## src/rtl/read_info_router.sv

```systemverilog
// rtl/read_info_router.sv - read-request descriptor queue and per-beat channel steering
// Optional counters built when READ_INFO_STATS_EN is defined.
module read_info_router #(
  parameter int NUM_PU        = 1,
  parameter int NUM_DTYPES    = 2,
  parameter int D_TYPE_W      = 2,
  parameter int RD_SIZE_W     = 20,
  parameter int RD_INFO_DEPTH = 8,
  localparam int PU_ID_W      = $clog2(NUM_PU) + 1
) (
  input  logic                     clk,
  input  logic                     resetn,
  input  logic                     rd_req,
  input  logic [RD_SIZE_W-1:0]     rd_req_size,
  input  logic [PU_ID_W-1:0]       rd_req_pu_id,
  input  logic [D_TYPE_W-1:0]      rd_req_d_type,
  output logic                     read_info_full,
  input  logic                     inbuf_empty,
  output logic                     inbuf_pop,
  output logic [NUM_DTYPES-1:0]    out_push,
  input  logic [NUM_DTYPES-1:0]    out_full,
  output logic [PU_ID_W-1:0]       out_pu_id,
  output logic [D_TYPE_W-1:0]      out_d_type,
  output logic                     busy,
  output logic [1:0]               err,
  output logic [31:0]              stat_reqs,
  output logic [NUM_DTYPES*32-1:0] stat_beats
);

  localparam int PTR_W  = $clog2(RD_INFO_DEPTH);
  localparam int CNT_W  = PTR_W + 1;
  localparam int DESC_W = RD_SIZE_W + PU_ID_W + D_TYPE_W;

  typedef enum logic {S_IDLE, S_ACTIVE} state_t;

  state_t               state;
  logic [DESC_W-1:0]    mem [RD_INFO_DEPTH];
  logic [PTR_W-1:0]     wr_ptr, rd_ptr;
  logic [CNT_W-1:0]     count;
  logic [RD_SIZE_W-1:0] remaining;
  logic [RD_SIZE_W-1:0] head_size;
  logic [PU_ID_W-1:0]   head_pu_id;
  logic [D_TYPE_W-1:0]  head_d_type;
  logic                 enq, deq, last_beat, bad_dtype, head_bad, sel_full;

  assign {head_size, head_pu_id, head_d_type} = mem[rd_ptr];

  assign read_info_full = (count == CNT_W'(RD_INFO_DEPTH));
  assign enq       = rd_req && !read_info_full && (rd_req_size != '0);
  assign bad_dtype = (32'(out_d_type) >= 32'(NUM_DTYPES));
  assign head_bad  = (32'(head_d_type) >= 32'(NUM_DTYPES));
  assign busy      = (state == S_ACTIVE) || (count != '0);

  always_comb begin
    sel_full = 1'b0;
    out_push = '0;
    for (int c = 0; c < NUM_DTYPES; c++) begin
      if (out_d_type == D_TYPE_W'(c)) sel_full = out_full[c];
    end
    inbuf_pop = (state == S_ACTIVE) && !inbuf_empty && (bad_dtype || !sel_full);
    for (int c = 0; c < NUM_DTYPES; c++) begin
      if (out_d_type == D_TYPE_W'(c)) out_push[c] = inbuf_pop && !bad_dtype;
    end
  end

  assign last_beat = inbuf_pop && (remaining == RD_SIZE_W'(1));
  // The next head loads on the edge that retires the last beat, so descriptors run back to back.
  assign deq = (count != '0) && ((state == S_IDLE) || last_beat);

  always_ff @(posedge clk) begin
    if (enq) mem[wr_ptr] <= {rd_req_size, rd_req_pu_id, rd_req_d_type};
  end

  always_ff @(posedge clk or negedge resetn) begin
    if (!resetn) begin
      wr_ptr <= '0;
      rd_ptr <= '0;
      count  <= '0;
    end else begin
      if (enq) wr_ptr <= wr_ptr + PTR_W'(1);
      if (deq) rd_ptr <= rd_ptr + PTR_W'(1);
      case ({enq, deq})
        2'b10:   count <= count + CNT_W'(1);
        2'b01:   count <= count - CNT_W'(1);
        default: count <= count;
      endcase
    end
  end

  always_ff @(posedge clk or negedge resetn) begin
    if (!resetn) begin
      state      <= S_IDLE;
      remaining  <= '0;
      out_pu_id  <= '0;
      out_d_type <= '0;
      err        <= 2'b00;
    end else begin
      if (rd_req && read_info_full) err[0] <= 1'b1;
      if (deq) begin
        state      <= S_ACTIVE;
        remaining  <= head_size;
        out_pu_id  <= head_pu_id;
        out_d_type <= head_d_type;
        if (head_bad) err[1] <= 1'b1;
      end else if (last_beat) begin
        state      <= S_IDLE;
        remaining  <= '0;
        out_pu_id  <= '0;
        out_d_type <= '0;
      end else if (inbuf_pop) begin
        remaining <= remaining - RD_SIZE_W'(1);
      end
    end
  end

`ifdef READ_INFO_STATS_EN
  always_ff @(posedge clk or negedge resetn) begin
    if (!resetn) begin
      stat_reqs  <= '0;
      stat_beats <= '0;
    end else begin
      if (enq) stat_reqs <= stat_reqs + 32'd1;
      for (int c = 0; c < NUM_DTYPES; c++) begin
        if (out_push[c]) stat_beats[c*32 +: 32] <= stat_beats[c*32 +: 32] + 32'd1;
      end
    end
  end
`else
  assign stat_reqs  = '0;
  assign stat_beats = '0;
`endif

endmodule

```

## config.mk

```make
export PLATFORM = sky130hd
export DESIGN_NAME = read_info_router
export DESIGN_NICKNAME = d
export VERILOG_FILES = /design/src/rtl/read_info_router.sv
export SDC_FILE = /design/constraint.sdc
export NUM_CORES = 1
export LEC_CHECK = 0
export ABC_AREA = 1
export BUFFER_PORTS_ARGS = -buffer_cell sky130_fd_sc_hd__buf_2
export CAP_MARGIN = 20
export CORE_UTILIZATION = 40
export DETAILED_ROUTE_END_ITERATION = 16
export PLACE_DENSITY = 0.61
export SYNTH_ARGS = -nofsm -noshare
export SYNTH_HDL_FRONTEND = slang
export SYNTH_SLANG_ARGS = --single-unit
export TNS_END_PERCENT = 50
```

## constraint.sdc

```tcl
create_clock -name clk -period 3.79 [get_ports clk]
set_clock_uncertainty 0.05 [all_clocks]
set_input_delay 1.137 -clock clk [delete_from_list [all_inputs] [get_ports clk]]
set_output_delay 1.137 -clock clk [all_outputs]
set_load 0.02 [all_outputs]
```

==> results.toml, run 1 <==
[cells_and_area]
finalInstanceArea_sq_um = 11100
fillers = 2288
final_cells = 1337
post-route-util_pct = 45.2
layout.nets = 1033
area_growth_pct = 9.41
drive_gt1_share_pct = 11.1

[power_and_ir_drop]
p_switching_mw = 2.37
clockPowerShare_pct = 28.8
ir_drop_mv = 0.389
cellInternalPower_mw = 4.84
p_total_mw = 7.21
powerDensity_nw_per_um2 = 649
combPwrFrac_pct = 25.8
pwr-share-seq_pct = 45.4
switching_share_pct = 32.9
p_leak_nw = 4.33

[critical_path]
worst_ep_arrival_time_ps = 1920
path_class = "in -> out"
cp-end-kind = "primary output"
crit_buf_inv = 3
cp.required_ps = 2600
worstPathCellList = "buf_2, nor2_1, nand2_1, nor2_4, inv_1, nor2_1, buf_2"
worstPathMaxFanout = 5
max_stage_delay_ps = 170
slowest_stage = "nor2_4"
cp-start-kind = "primary input"
crit_family = "simple AND/OR/NAND/NOR gates"

[synthesis]
post_synth_num_cell_types = 40
ys_seq_area_share_pct = 63.3
synth_top_cell_area_share_pct = 54.4
avgSynthCellArea_sq_um = 10.6
synth_most_common_cell = "edfxtp_1"
synthCells = 954
yosys_register_bits = 220
synthTopCellsByArea = "edfxtp_1 54%, dfrtp_1 8.9%, buf_4 7.2%, nand2_1 6.1%, nor2_1 5.3%"
synth.cell_area_sq_um = 10200
ys_dominant_reg_cell = "edfxtp_1"
yosysTopAreaCell = "edfxtp_1"
synth_common_cells = "184 x edfxtp_1, 164 x nand2_1, 143 x nor2_1"
synth_edf_count = 184
yosysWarnings = 0
synth-async-reset-ratio_pct = 16.4

[timing]
slew_viol_final = 0
max_freq_mhz = 322
setup_viol_count_final = 0
finalCriticalPeriod_ps = 3110
grt_setup_unrepaired = "false"
hold_violations = 0
period_share_pct = 82.0
layout_setup_ws_ps = 683
setup_tns_ps = 0
tightest_slew_ps = 954
slew_headroom_pct = 36.4
whs_ps = 403

[min_path]
hp-class = "reg -> reg"

[detailed_routing]
postRouteAntennaNets = 0
finalWirelength_um = 21200
drc_errors = 0
via_count = 6539
drt-initial-drc-count = 328
dr.pass1.iters = 4
drt-wirelength-per-cell_um = 15.8
routed_via_density = 4.89

[clock_network]
holdBufCountCts = 0
post-cts-setup-buffer-count = 0
cts.path.max_buffers = 3
cts_resized = 0
clkLatencyLatePin_ps = 500
cts_sinks = 220
root_buffer = "clkbuf_16"
htreeDepth = 1
clk_pin_slew_ps = 60
cts_tree = "yes"
cts_buffers = 24

[grt]
grt_pass1_vias = 5966
grt_max_degree = 94
overflow = 0
grt.total_usage_pct = 16.6
antenna_found_initial = 1
grt_pass1_wl_um = 33700

[die]
fp.coreArea_sq_um = 24600
io_pins = 135
die-area_sq_um = 26000
rows = 57
die_x_um = 161
initial_utilization_pct = 41.3
die_h_um = 161

[placed_design]
dp_slack_ps = 277
dp_cells = 1295
portBuffers = 38
gp_congestion = 0.756
hpwl_um = 12900
placed_cell_area_sq_um = 10400

[status]
outcome = "completed"

[run]
max_cap_viol_count = 0
-- power by group through the flow --
stage	logic (mW)	clock network, mW	registers (mW)
after global placement	1.86	0	3.32
after detailed placement	1.87	0	3.32
after floorplan	1.37	0	3.30
after global routing	2.11	2.21	3.32
final	1.86	2.07	3.28
after CTS	1.88	2.13	3.28
-- layout by cell type (no fill, tap or decap), drive strengths merged, types with 6 or more instances in the layout --
| cell | Yosys | layout |
|---|---|---|
| ha | 7 | 7 |
| xor2 | 10 | 10 |
| o21ai | 97 | 97 |
| dfrtp | 36 | 36 |
| o22ai | 40 | 40 |
| clkinv | 1 | 8 |
| nand3 | 58 | 58 |
| nand2 | 166 | 166 |
| inv | 32 | 32 |
| nor2 | 148 | 148 |
| or2 | 7 | 7 |
| edfxtp | 184 | 184 |
| clkbuf | 25 | 32 |
| conb | 1 | 96 |
| a21oi | 6 | 6 |
| buf | 111 | 58 |
-- layer usage --
layer	GRT usage [%]	wire length, um
met4	3.56	268
met3	2.36	1070
met1	23.5	9940
met2	27.1	9910
met5	0	0
-- cells by family (layout without fill, tap and decap cells) --
kind of cell / Yosys count / after routing / synth area share [%]
multiplexers: 2 / 2 / 0.209
buffers and inverters: 169 / 132 / 10.2
other: 1 / 97 / 0.0369
adder cells (fa/ha/maj): 7 / 7 / 0.862
XOR/XNOR: 14 / 14 / 1.21
AO/OA/AOI/OAI: 150 / 150 / 8.06
AND/OR/NAND/NOR: 391 / 391 / 16.2
flip-flops: 220 / 220 / 63.3
-- final timing paths --
kind,start,endpoint,slack [ps],depth (start not counted)
max,inbuf_empty,out_push[1],680,7
max reg2reg,remaining[8],count[2],940,15
min reg2reg,err[0],err[0],400,1
min in group asynchronous,resetn,remaining[2],680,1
max in group asynchronous,resetn,rd_ptr[0],2400,1
min,err[0],err[0],400,1
-- state kept, by name (all words and copies together), names as in the netlist --
register    count
wr_ptr          3
out_d_type      2
rd_ptr          3
count           4
remaining      20
out_pu_id       1
mem           184
err             2
state           1
-- cell type report --
cell class              count  area, sq um  share of cell area, %
flip-flops and latches    220         6430                   57.8
multi-input cells         660         3070                   27.7
clock buffers              32          652                   5.87
well taps                 324          405                   3.65
repair buffers             58          378                   3.40
inverters                  33          129                   1.16
clock inverters             9         43.8                  0.394
diodes                      1         2.50                 0.0225
No activity file was read; power rests on OpenSTA's default activity.
==> inputs of run 2 (changes only) <==
==> constraint.sdc (replaced) <==
create_clock -name clk -period 2.9 [get_ports clk]
set_clock_uncertainty 0.05 [all_clocks]
set_input_delay 0.87 -clock clk [delete_from_list [all_inputs] [get_ports clk]]
set_output_delay 0.87 -clock clk [all_outputs]
set_load 0.02 [all_outputs]
==> results.toml, run 2 (synthesized netlist as in run 1, its figures left out) <==
[status]
outcome = "completed"

[critical_path]
path_class = "reg -> out"
cp-end-kind = "primary output"
cp.required_ps = 1980
worst_ep_arrival_time_ps = 1750
worstPathMaxFanout = 5
cp-start-kind = "flip-flop"

[detailed_routing]
drc_errors = 0
dr_wl_met2_um = 10500
drt-initial-drc-count = 420
met1_length_um = 9680
postRouteAntennaNets = 0
wl_met3_um = 1280
drt-wirelength-per-cell_um = 16.0
routed_via_density = 4.89
via_count = 6683
finalWirelength_um = 21900
top_layer = "met4"
dr.pass1.iters = 5

[cells_and_area]
largest_reg_flops = 184
post-route-util_pct = 46.5
regMostFlops = "mem"
final_cell_mix = "184 x edfxtp_1, 164 x nand2_1, 135 x nor2_1"
drive_gt1_share_pct = 13.6
top_regs = "mem: 184 flops, remaining: 20 flops, count: 4 flops"
area_growth_pct = 12.7
fillers = 2271
layout.nets = 1060
final_cells = 1367
mostFrequentLayoutCell = "edfxtp_1"

[die]
io_pins = 135
die-area_sq_um = 26000
fp.coreArea_sq_um = 24600
die_x_um = 161
die_h_um = 161
initial_utilization_pct = 41.3
rows = 57

[power_and_ir_drop]
ir_drop_mv = 0.515
p_leak_nw = 4.52
p_switching_mw = 3.17
pwr-share-seq_pct = 43.9
switching_share_pct = 32.4
powerDensity_nw_per_um2 = 854
clockPowerShare_pct = 30.1
combPwrFrac_pct = 26.0
cellInternalPower_mw = 6.60

[timing]
max_freq_mhz = 375
setup_viol_count_final = 0
finalCriticalPeriod_ps = 2670
setup_tns_ps = 0
tightest_slew_ps = 871
slew_headroom_pct = 41.9
hold_violations = 0
period_share_pct = 91.9
slew_viol_final = 0
grt_setup_unrepaired = "false"

[run]
max_cap_viol_count = 0

[clock_network]
cts.path.max_buffers = 3
cts_tree = "yes"
post-cts-setup-buffer-count = 0
cts_buffers = 24
root_buffer = "clkbuf_16"
cts_resized = 0
cts_sinks = 220
htreeDepth = 1
clk_pin_slew_ps = 60
holdBufCountCts = 0
clkLatencyLatePin_ps = 520

[grt]
grt_max_degree = 94
grt_pass1_vias = 6221
antenna_found_initial = 2
grt.total_usage_pct = 17.1
grt_pass1_wl_um = 34700
overflow = 0

[placed_design]
gp_congestion = 0.784
hpwl_um = 13600
portBuffers = 38
dp_cells = 1322

[min_path]
hp-class = "reg -> reg"
-- run 2: cell types whose count changed in the layout (fill, tap and decap cells not counted), moves of 2 or more --
cell       before  now
bufinv_16       0    2
buf_4          17   39
clkinv_1        6    4
buf_12          3    8
-- run 2: metal layers --
metal	vias up	track usage, %
met5	-	0
met4	0	5.70
met3	37	2.72
met2	252	28.5
met1	3152	22.9
li1	3242	-
-- run 2: power groups by stage --
stage	combinational [mW]	clock, mW	sequential, mW
floorplan	1.78	0	4.32
global placement	2.51	0	4.34
detailed placement	2.54	0	4.35
CTS	2.56	3.00	4.29
global route	2.85	3.12	4.35
finish	2.54	2.94	4.29
-- run 2: area by class of cell --
class	instances	area (sq um)	share of cell area (%)
repair buffers	85	643	5.62
clock buffers	33	656	5.73
diodes	2	5.00	0.0437
inverters	33	129	1.13
clock inverters	10	103	0.897
well taps	324	405	3.54
flip-flops and latches	220	6430	56.2
multi-input cells	660	3070	26.9
-- run 2: worst paths after layout --
path / startpoint / to / slack [ps] / cells after the start
max: state / out_push[1] / 230 / 8
max reg2reg: remaining[1] / count[2] / 460 / 16
max in group asynchronous: resetn / rd_ptr[0] / 1770 / 1
min: err[0] / err[0] / 400 / 1
min in group asynchronous: resetn / remaining[2] / 420 / 1
min reg2reg: err[0] / err[0] / 400 / 1
-- run 2: per-stage QoR --
stage                     setup slack (ps)  hold WS [ps]  power, mW  area (sq um)
after global placement               -30.3           390       6.86         10700
final                                  234           403       9.77         11400
after global routing                  61.5           432       10.3         11400
after CTS                              176           406       9.85         11400
after floorplan                      -52.4           433       6.10         10500
after detailed placement             -52.9           393       6.89         10700
-- run 2: critical path: stages (launching register included) --
cell     delay [ps]
dfrtp_1         430
inv_1            80
nor2_1           80
nand2_1          90
nor2_4          120
buf_4           150
inv_1            50
nor2_1           70
buf_2           160
==> inputs of run 3 (changes only) <==
--- a/config.mk
+++ b/config.mk
@@ -8,9 +8,9 @@
 export ABC_AREA = 1
 export BUFFER_PORTS_ARGS = -buffer_cell sky130_fd_sc_hd__buf_2
 export CAP_MARGIN = 20
-export CORE_UTILIZATION = 40
+export CORE_UTILIZATION = 54
 export DETAILED_ROUTE_END_ITERATION = 16
-export PLACE_DENSITY = 0.61
+export PLACE_DENSITY = 0.77
 export SYNTH_ARGS = -nofsm -noshare
 export SYNTH_HDL_FRONTEND = slang
 export SYNTH_SLANG_ARGS = --single-unit
==> results.toml, run 3 (synthesized netlist as in run 1, its figures left out) <==
[power_and_ir_drop]
p_leak_nw = 4.40
powerDensity_nw_per_um2 = 864
combPwrFrac_pct = 25.9
clockPowerShare_pct = 29.5
cellInternalPower_mw = 6.44
switching_share_pct = 33.0
ir_drop_mv = 0.602
p_total_mw = 9.61
p_switching_mw = 3.18
pwr-share-seq_pct = 44.7

[status]
outcome = "finished, violations left"
violations = "DRC"

[detailed_routing]
finalWirelength_um = 21200
drt-wirelength-per-cell_um = 17.0
drc_errors = 21
routed_via_density = 5.42
postRouteAntennaNets = 0
dr.pass1.iters = 12
via_count = 6770
drt-initial-drc-count = 849

[cells_and_area]
final_cell_mix = "184 x edfxtp_1, 164 x nand2_1, 135 x nor2_1"
layout.nets = 1038
drive_gt1_share_pct = 12.4
area_growth_pct = 9.52
top_regs = "mem: 184 flops, remaining: 20 flops, count: 4 flops"
post-route-util_pct = 61.1
mostFrequentLayoutCell = "edfxtp_1"
largest_reg_flops = 184
finalInstanceArea_sq_um = 11100
regMostFlops = "mem"

[timing]
setup_tns_ps = 0
period_share_pct = 93.3
grt_setup_unrepaired = "false"
setup_viol_count_final = 0
slew_viol_final = 0
hold_violations = 0
finalCriticalPeriod_ps = 2710
tightest_slew_ps = 943
slew_headroom_pct = 37.1
max_freq_mhz = 370

[critical_path]
worstPathCellList = "or2_1, nor3_1, buf_2"
cp.required_ps = 1980
cp-start-kind = "flip-flop"
worstReg2RegEnd = "count[1]"
regToRegStartpoint = "remaining[1]"
path_class = "reg -> out"
slowest_stage = "dfrtp_1"
worstSetupStartpoint = "count[1]"
r2r_slack_ps = 360
worstPathMaxFanout = 5
cp-end-kind = "primary output"
ff2ff_path_depth = 13
max_stage_delay_ps = 420
worst_ep_arrival_time_ps = 1790

[die]
die-area_sq_um = 19400
die_h_um = 139
rows = 49
initial_utilization_pct = 55.8
fp.coreArea_sq_um = 18200
die_x_um = 139
io_pins = 135

[grt]
overflow = 0
grt_pass1_wl_um = 33300
antenna_found_initial = 2
grt_max_degree = 94
grt.total_usage_pct = 22.2
grt_pass1_vias = 6359

[clock_network]
cts_resized = 0
root_buffer = "clkbuf_16"
clk_pin_slew_ps = 60
cts_sinks = 220
htreeDepth = 1
cts_buffers = 23
clkLatencyLatePin_ps = 500
post-cts-setup-buffer-count = 0
cts_tree = "yes"
holdBufCountCts = 0
cts.path.max_buffers = 3

[min_path]
hp-class = "in -> async"

[placed_design]
portBuffers = 38
placed_cell_area_sq_um = 10400
gp_congestion = 0.814
hpwl_um = 13000

[run]
max_cap_viol_count = 0
[run 3: cell types whose count changed in the layout (fill, tap and decap cells not counted), moves of 2 or more]
cell,before,now
buf_4,39,19
clkinv_2,3,7
clkbuf_1,8,3
clkinv_4,0,2
clkbuf_16,25,23
[run 3: worst max path at each step]
stage,to,slack [ps],depth (start not counted)
after floorplan,mem[0][0],-50,6
after global routing,read_info_full,80,3
after global placement,count[2],70,13
after CTS,read_info_full,110,3
after detailed placement,count[2],-30,13
final,read_info_full,190,3
[run 3: power groups by stage]
stage               Sequential (mW)  Clock (mW)  Combinational (mW)
detailed placement             4.35           0                2.47
floorplan                      4.32           0                1.78
global route                   4.35        2.99                2.78
finish                         4.29        2.83                2.49
global placement               4.33           0                2.41
CTS                            4.29        2.86                2.48
[run 3: through the flow]
| stage | std cells | hold slack (ps) | setup WS [ps] |
|---|---|---|---|
| 5_1_grt | 1249 | 396 | 83.1 |
| 4_1_cts | 1248 | 369 | 114 |
| 6_report | 1249 | 351 | 194 |
| 3_3_place_gp | 1206 | 388 | 71.4 |
| 3_5_place_dp | 1206 | 393 | -32.6 |
| 2_1_floorplan | 1049 | 433 | -52.4 |
[run 3: critical path: cells and delay by family, from the launching register on]
family,cells,cell delay (ps)
buffers and inverters,1,240
flip-flops,1,420
AND/OR/NAND/NOR,2,620
[run 3: layout make-up]
class	instances	area (sq um)
inverter	33	129
clock inverter	16	144
sequential	220	6430
timing repair buffer	64	473
antenna	1	2.50
tap	229	287
fill	1380	7090
multi-input combinational	660	3070
clock buffer	26	587
[run 3: layer usage]
metal | wire, um | up-vias | global-route usage, %
li1 | - | 3196 | -
met1 | 9040 | 3205 | 30.2
met2 | 10100 | 325 | 36.7
met3 | 1590 | 42 | 3.45
met4 | 476 | 2 | 7.08
met5 | 17 | - | 0
